**src/rtl/jtpopeye_pkg.sv**
```systemverilog
// Shared constants for the Popeye object-table DMA: default table location,
// transfer length, trigger address and the DMA state encoding.
package jtpopeye_pkg;

  localparam logic [15:0] DMA_BASE = 16'h8C00;
  localparam int          DMA_LEN  = 160;
  localparam logic [15:0] DMA_TRIG = 16'h8C00;

  localparam logic [2:0] ST_IDLE = 3'd0;
  localparam logic [2:0] ST_REQ  = 3'd1;
  localparam logic [2:0] ST_ADDR = 3'd2;
  localparam logic [2:0] ST_DATA = 3'd3;
  localparam logic [2:0] ST_REL  = 3'd4;

  // States in which the transfer still owns (or is asking for) the bus.
  function automatic logic st_busy(input logic [2:0] st);
    return (st == ST_REQ) || (st == ST_ADDR) || (st == ST_DATA);
  endfunction

endpackage

```
**src/rtl/jtpopeye_edge.sv**
```systemverilog
// cen-gated edge detector: pulses fall/rise during the cen cycle in which the
// input differs from its last cen-sampled value.
module jtpopeye_edge (
  input  logic clk,
  input  logic rst,
  input  logic cen,
  input  logic din,
  output logic fall,
  output logic rise
);

  logic last;

  // Resets high so an idle (high) blanking signal produces no spurious edge.
  always_ff @(posedge clk) begin
    if (rst)      last <= 1'b1;
    else if (cen) last <= din;
  end

  assign fall = cen &  last & ~din;
  assign rise = cen & ~last &  din;

endmodule

```
**src/rtl/jtpopeye_dma.sv**
```systemverilog
// Copies LEN bytes of the object table from main RAM into the object buffer
// once per frame, armed by a CPU write to TRIG and started on LVBL falling.
module jtpopeye_dma
  import jtpopeye_pkg::*;
#(
  parameter logic [15:0] BASE = DMA_BASE,
  parameter int          LEN  = DMA_LEN,
  parameter logic [15:0] TRIG = DMA_TRIG
) (
  input  logic        clk,
  input  logic        rst,
  input  logic        cen,
  input  logic        LVBL,
  input  logic        MEMWRO,
  input  logic [15:0] AD,
  output logic        bus_req,
  input  logic        bus_ack,
  output logic        DMCS,
  output logic [15:0] dma_addr,
  input  logic [7:0]  ram_data,
  output logic        obj_we,
  output logic [7:0]  obj_addr,
  output logic [7:0]  obj_data,
  output logic        INITEO,
  output logic        overrun,
  output logic [2:0]  dbg_state
);

  localparam logic [7:0] LAST = 8'(LEN - 1);

  logic [2:0] state;
  logic       pending;
  logic [7:0] cnt;
  logic       lv_fall, lv_rise;
  logic       arm, start;

  jtpopeye_edge u_edge (
    .clk  (clk),
    .rst  (rst),
    .cen  (cen),
    .din  (LVBL),
    .fall (lv_fall),
    .rise (lv_rise)
  );

  // An arm write coinciding with the blanking edge counts as already pending.
  assign arm   = cen && MEMWRO && (AD == TRIG);
  assign start = (state == ST_IDLE) && lv_fall && (pending || arm);

  // Handshake: bus_req stays high from REQ through DATA; the RAM port is ours
  // only while bus_ack is high, so every bus-driving output is qualified by it
  // and the FSM freezes in place whenever bus_ack is low.
  assign bus_req   = st_busy(state);
  assign DMCS      = ((state == ST_ADDR) || (state == ST_DATA)) && bus_ack;
  assign obj_we    = (state == ST_DATA) && bus_ack;
  assign dma_addr  = BASE + {8'h00, cnt};
  assign INITEO    = (state == ST_IDLE) && !pending;
  assign dbg_state = state;

  always_ff @(posedge clk) begin
    if (rst) begin
      state    <= ST_IDLE;
      pending  <= 1'b0;
      overrun  <= 1'b0;
      cnt      <= 8'd0;
      obj_addr <= 8'd0;
      obj_data <= 8'd0;
    end else if (cen) begin
      if (arm)                          overrun <= 1'b0;
      else if (lv_rise && st_busy(state)) overrun <= 1'b1;

      if (start)    pending <= 1'b0;
      else if (arm) pending <= 1'b1;

      case (state)
        ST_IDLE: if (start) state <= ST_REQ;
        ST_REQ: begin
          if (bus_ack) begin
            cnt   <= 8'd0;
            state <= ST_ADDR;
          end
        end
        // RAM data for dma_addr is valid on the edge that leaves ADDR.
        ST_ADDR: begin
          if (bus_ack) begin
            obj_data <= ram_data;
            obj_addr <= cnt;
            state    <= ST_DATA;
          end
        end
        ST_DATA: begin
          if (bus_ack) begin
            if (cnt == LAST) begin
              state <= ST_REL;
            end else begin
              cnt   <= cnt + 8'd1;
              state <= ST_ADDR;
            end
          end
        end
        ST_REL:  if (!bus_ack) state <= ST_IDLE;
        default: state <= ST_IDLE;
      endcase
    end
  end

endmodule

```
**config.mk**
```make
export PLATFORM = sky130hd
export DESIGN_NAME = jtpopeye_dma
export DESIGN_NICKNAME = d
export VERILOG_FILES = /design/src/rtl/jtpopeye_pkg.sv /design/src/rtl/jtpopeye_edge.sv /design/src/rtl/jtpopeye_dma.sv
export SDC_FILE = /design/constraint.sdc
export NUM_CORES = 1
export LEC_CHECK = 0
export CORE_MARGIN = 2
export CORE_UTILIZATION = 40
export CTS_BUF_LIST = sky130_fd_sc_hd__clkbuf_8 sky130_fd_sc_hd__clkbuf_16
export DETAILED_ROUTE_END_ITERATION = 10
export PLACE_DENSITY = 0.81
export SETUP_SLACK_MARGIN = 0.2
export SLEW_MARGIN = 20
export SYNTH_ARGS = -nofsm -noshare
export SYNTH_HDL_FRONTEND = slang
export SYNTH_SLANG_ARGS = --single-unit
```
**constraint.sdc**
```tcl
create_clock -name clk -period 1.8 [get_ports clk]
set_input_delay 0.36 -clock clk [delete_from_list [all_inputs] [get_ports clk]]
set_output_delay 0.36 -clock clk [all_outputs]
set_load 0.01 [all_outputs]
```
# [Yosys cells after proc, flatten, opt, wreduce, memory -nomap -nowiden]
# Cells that the tools add are included.
[word_totals] elab_cells=64 regBits=30 out_inout_bits=40
[op_classes] reduce_logical=22 n_mux=15 n_eq_ne=12 add_sub_neg=2 n_bitwise=6
[op_table] operator="8-bit 2-to-1 mux" count=3
[op_table] operator="3-bit 2-to-1 mux" count=6
[op_table] operator="16-bit by 8-bit adder with 16-bit output, first input constant" count=1
[op_table] operator="16-bit == test, second input constant" count=1
[op_table] operator="8-bit one-hot mux with 2 select lines" count=1
[op_table] operator="3-bit one-hot mux with 5 select lines" count=1
[op_table] operator="2-bit != test, second input constant" count=6
[op_table] operator="8-bit by 1-bit adder with 8-bit output, second input constant" count=1
[op_table] operator="8-bit == test, second input constant" count=1
[op_table] operator="1-bit logical AND" count=8
[op_table] operator="3-bit by 2-bit == test with 1-bit output, second input constant" count=2
[op_table] operator="6-bit AND reduction" count=1
[op_table] operator="2-bit nonzero test" count=3
[op_table] operator="5-bit AND reduction" count=1
[op_table] operator="1-bit bitwise AND" count=4
[op_table] operator="1-bit logical OR" count=4
[op_table] operator="1-bit 2-to-1 mux" count=4
[op_table] operator="2-bit AND reduction" count=2
[op_table] operator="3-bit by 1-bit == test with 1-bit output, second input constant" count=1
[op_table] operator="3-bit == test, second input constant" count=1
[op_table] operator="3-bit logical NOT" count=1
[op_table] operator="3-bit AND reduction" count=1
[op_table] operator="1-bit inverter" count=2
[op_table] operator="1-bit logical NOT" count=1

# [Logic depth before layout (Yosys ltp)]
[depth] word_depth=6 depth_mapped=6

# [Hierarchy]
# A second synthesis with hierarchy kept.
[unflattened] cells_unflattened=162 hier_area_um2=1488.9
[by_module_without_submodules] module="jtpopeye_dma" cells_each=156 instances=1 area_per_inst_um2=1437.6
[by_module_without_submodules] module="jtpopeye_edge" cells_each=6 instances=1 area_per_inst_um2=51.3

# [Worst setup path after synthesis]
# OpenSTA, ideal clock, no wires.
[synth_path] path_type="register to register" start="register cnt[0]" end="register cnt[0]" path_slack_ps=204 setup_time_ps=128 path_stages_with_launch=7 t_arrival_ps=1468 n_path_buf=1 path_cell_list="dfxtp_1 ha_1 nand2_1 o41ai_2 buf_6 mux2i_1 nor2_1"
[synth_between] elab_chain_cells=4
[synth_lines] element="start: declaration" line="jtpopeye_dma.sv:33" rtl="logic [7:0] cnt;"
[synth_lines] element="start signal: assignment" line="jtpopeye_dma.sv:96" rtl="cnt <= cnt + 8'd1;"
[synth_lines] element="8-bit by 1-bit adder with 8-bit output" line="jtpopeye_dma.sv:96"
[synth_lines] element="8-bit 2-to-1 mux" line="jtpopeye_dma.sv:93" rtl="if (cnt == LAST) begin"
[synth_lines] element="8-bit 2-to-1 mux" line="jtpopeye_dma.sv:92" rtl="if (bus_ack) begin"
[synth_lines] element="8-bit one-hot mux with 2 select lines" line="jtpopeye_dma.sv:75" rtl="case (state)"
# Parallel ways exist; a longest one is shown, timed or not. The select of a mux whose other input is x is not followed.
# A chain may end at the register's enable or synchronous reset.

# [Worst setup path after layout]
[layout_path] start="register state[1] (netlist: dbg_state[1])" end="register state[2] (netlist: dbg_state[2])"
[layout_between] elab_chain_cells=5
[layout_lines] element="start: declaration" line="jtpopeye_dma.sv:31" rtl="logic [2:0] state;"
[layout_lines] element="start signal: assignment" line="jtpopeye_dma.sv:62" rtl="state <= ST_IDLE;"
[layout_lines] element="start signal: assignment" line="jtpopeye_dma.sv:76" rtl="ST_IDLE: if (start) state <= ST_REQ;"
[layout_lines] element="start signal: assignment" line="jtpopeye_dma.sv:80" rtl="state <= ST_ADDR;"
[layout_lines] element="3-bit logical NOT" line="jtpopeye_dma.sv:48, jtpopeye_dma.sv:75"
[layout_lines] element="1-bit logical AND (2 in series)" line="jtpopeye_dma.sv:48" rtl="assign start = (state == ST_IDLE) && lv_fall && (pending || arm);"
[layout_lines] element="2-bit != test (no source line)"
[layout_lines] element="6-bit AND reduction (no source line)"
# Parallel ways exist; a longest one is shown, timed or not.

==> results.py <==
metrics = {
    "pwr": {
        "power_density_nw_per_um2": 524,
        "p_leak_nw": 0.997,
        "ir_worst_vdd_v": 0.000263,
    },
    "global_route": {
        "grt_pass1_vias": 1376,
        "track_usage_pct": 18.4,
        "overflow": 0,
        "grt_max_degree": 17,
        "antenna_found_initial": 0,
        "grt_first_pass_wirelength_um": 6050,
    },
    "setup_path": {
        "required_ns": 2.00,
        "crit_path_end_kind": "register",
        "path_max_fanout": 6,
        "start_kind": "register",
        "criticalPathCategory": "register to register",
        "crit_arrival_ns": 1.82,
    },
    "synth": {
        "yosys_warnings": 0,
        "synth_area_um2": 1470,
        "syn_avg_cell_area_um2": 9.12,
        "yosysMostFrequentCell": "dfxtp_1",
        "ys_seq_area_share_pct": 40.9,
        "synth_ff_type": "dfxtp_1",
        "synth-seq-cells": 30,
        "synth_edf_count": 0,
        "netlist-cell-type-count": 41,
        "synth_top_area_share_pct": 40.9,
        "syn_inst": 161,
        "yosys.area.top_type": "dfxtp_1",
        "yosys-top-cells-count": "30 x dfxtp_1, 24 x nor2_1, 17 x mux2i_1",
        "ys_top_cells_by_area": "dfxtp_1 41%, mux2i_1 12%, nor2_1 6.1%",
        "async_flop_share_pct": 0,
    },
    "job": {
        "max_cap_viol_count": 0,
    },
    "clock_tree": {
        "cts_sinks": 30,
        "tritoncts": "built",
        "cts_buffers": 5,
        "insertion_delay_ns": 0.28,
        "clk_pin_slew_ns": 0.06,
        "root_buffer": "clkbuf_8",
        "hold_buffers": 0,
        "clk_path_buf_depth": 2,
        "htreeDepth": 2,
    },
    "floorplanning": {
        "io_pins": 70,
        "die_area_um2": 4170,
        "dieHeight_um": 64.6,
        "coreArea_um2": 3610,
        "rows": 22,
        "start_util_pct": 40.7,
        "die_w_um": 64.6,
    },
    "timing": {
        "max_freq_ghz": 0.618,
        "skew_ns": 0.00180,
        "hold_viol": 0,
        "fin_ws_ns": 0.183,
        "setup_violations": 0,
        "hold_slack_ns": 0.465,
        "rsz0062_at_grt": "true",
        "final_max_slew_viol_count": 0,
        "min_period_over_period_pct": 89.9,
        "fin_crit_ns": 1.62,
    },
    "cells_and_area": {
        "fillerInstances": 292,
        "final_nets": 280,
        "drive_above_1_share_pct": 22.5,
        "design_area_um2": 2430,
        "register_area_um2": 613,
        "diodes": 0,
        "multi_input_area_um2": 813,
        "syn_to_final_growth_pct": 65.5,
    },
    "routing": {
        "wire_per_inst_um": 12.2,
        "drt-total-wl_um": 3640,
        "drc": 0,
        "vias": 1499,
        "drtIter0Drc": 42,
        "firstDrtPassIters": 4,
        "ant_nets": 0,
        "viasPerCell": 5.05,
    },
    "placement": {
        "port-buffer-count": 61,
        "gp_congestion": 0.845,
        "placed_area_um2": 2250,
        "dp_hpwl_um": 2620,
        "place_worst_setup_slack_ns": -0.260,
    },
    "outcome": {
        "status": "finished clean",
    },
    "hold_path": {
        "hold_path.class": "register to register",
    },
}
==> placed cells by master, fill, tap and decap left out, types with 4 or more instances in the layout <==
cell / count
nor2_1: 23
clkdlybuf4s50_1: 43
dfxtp_1: 24
dlygate4sd2_1: 12
nand2_1: 4
o21ai_0: 5
inv_1: 8
dfxtp_2: 4
clkbuf_8: 5
buf_4: 28
nor4b_1: 4
conb_1: 8
mux2i_1: 17
nand4b_1: 4
a21oi_1: 5
==> worst max-delay path, stage by stage, from the launching register on <==
cell	delay [ns]
dfxtp_4	0.37
buf_6	0.13
or4b_4	0.51
o211ai_4	0.23
nand4b_1	0.15
a21oi_1	0.16
==> state kept, by name, summed over array words and instances, names as in the netlist <==
signal       count
cnt              8
obj_addr         8
dbg_state        3
overrun          1
u_edge.last      1
obj_data         8
pending          1
==> repair_timing <==
action / CTS / global route
gates resized for setup: 37 / 11
pin swaps: 6 / 3
gates cloned: 0 / 0
setup buffers: 4 / 1
endpoints found under the setup margin: 24 / 11
==> path summary, 6_finish.rpt <==
| path | from | end | slack, ns | depth (start not counted) |
|---|---|---|---|---|
| worst max-delay path | dbg_state[1]$_SDFFE_PP0P_ | dbg_state[2]$_SDFFE_PP0P_ | 0.18 | 5 |
| worst min-delay path | pending$_SDFFE_PP0P_ | pending$_SDFFE_PP0P_ | 0.46 | 2 |
| worst max register to register | dbg_state[1]$_SDFFE_PP0P_ | dbg_state[2]$_SDFFE_PP0P_ | 0.18 | 5 |
| worst min register to register | pending$_SDFFE_PP0P_ | pending$_SDFFE_PP0P_ | 0.46 | 2 |
==> cell type report <==
class	instances	share of cell area (%)
sequential	30	25.2
timing repair buffer	92	34.8
clock inverter	2	0.309
clock buffer	5	2.83
multi-input combinational	114	33.5
tap	48	2.47
inverter	6	0.926
==> where the power goes <==
| part | internal [W] | switching [W] |
|---|---|---|
| Clock | 0.000254 | 0.000234 |
| Combinational | 0.0000758 | 0.0000456 |
| Sequential | 0.000663 | 0.00000101 |
==> layer usage <==
layer	vias to the layer above	wire (µm)	part of all wire, %	track usage (%)
met5	-	0	0	0
met4	0	56	1.5	5.59
met3	7	298	8.2	6.08
met2	65	1750	48	31.5
met1	699	1530	42	21.9
li1	728	-	-	-
==> through the flow <==
stage,cells,power (W),setup TNS [ns],utilization (%)
floorplan,167,0.000727,0,-
global placement,285,0.000796,-0.930,62.4
detailed placement,285,0.000797,-1.93,62.4
CTS,296,0.00129,0,66.6
global route,297,0.00133,0,67.4
finish,297,0.00127,0,67.4
==> kinds of logic (layout without fill, tap and decap cells) <==
family / after synthesis / count (layout) / synth area share (%)
XOR/XNOR: 2 / 2 / 1.19
other: 2 / 8 / 0.511
adder cells (fa/ha/maj): 1 / 1 / 0.852
multiplexers: 17 / 17 / 11.6
flip-flops: 30 / 30 / 40.9
AO/OA/AOI/OAI: 22 / 22 / 10.6
AND/OR/NAND/NOR: 64 / 64 / 24.6
buffers and inverters: 23 / 105 / 9.80
No activity file was read; power rests on OpenSTA's default activity.
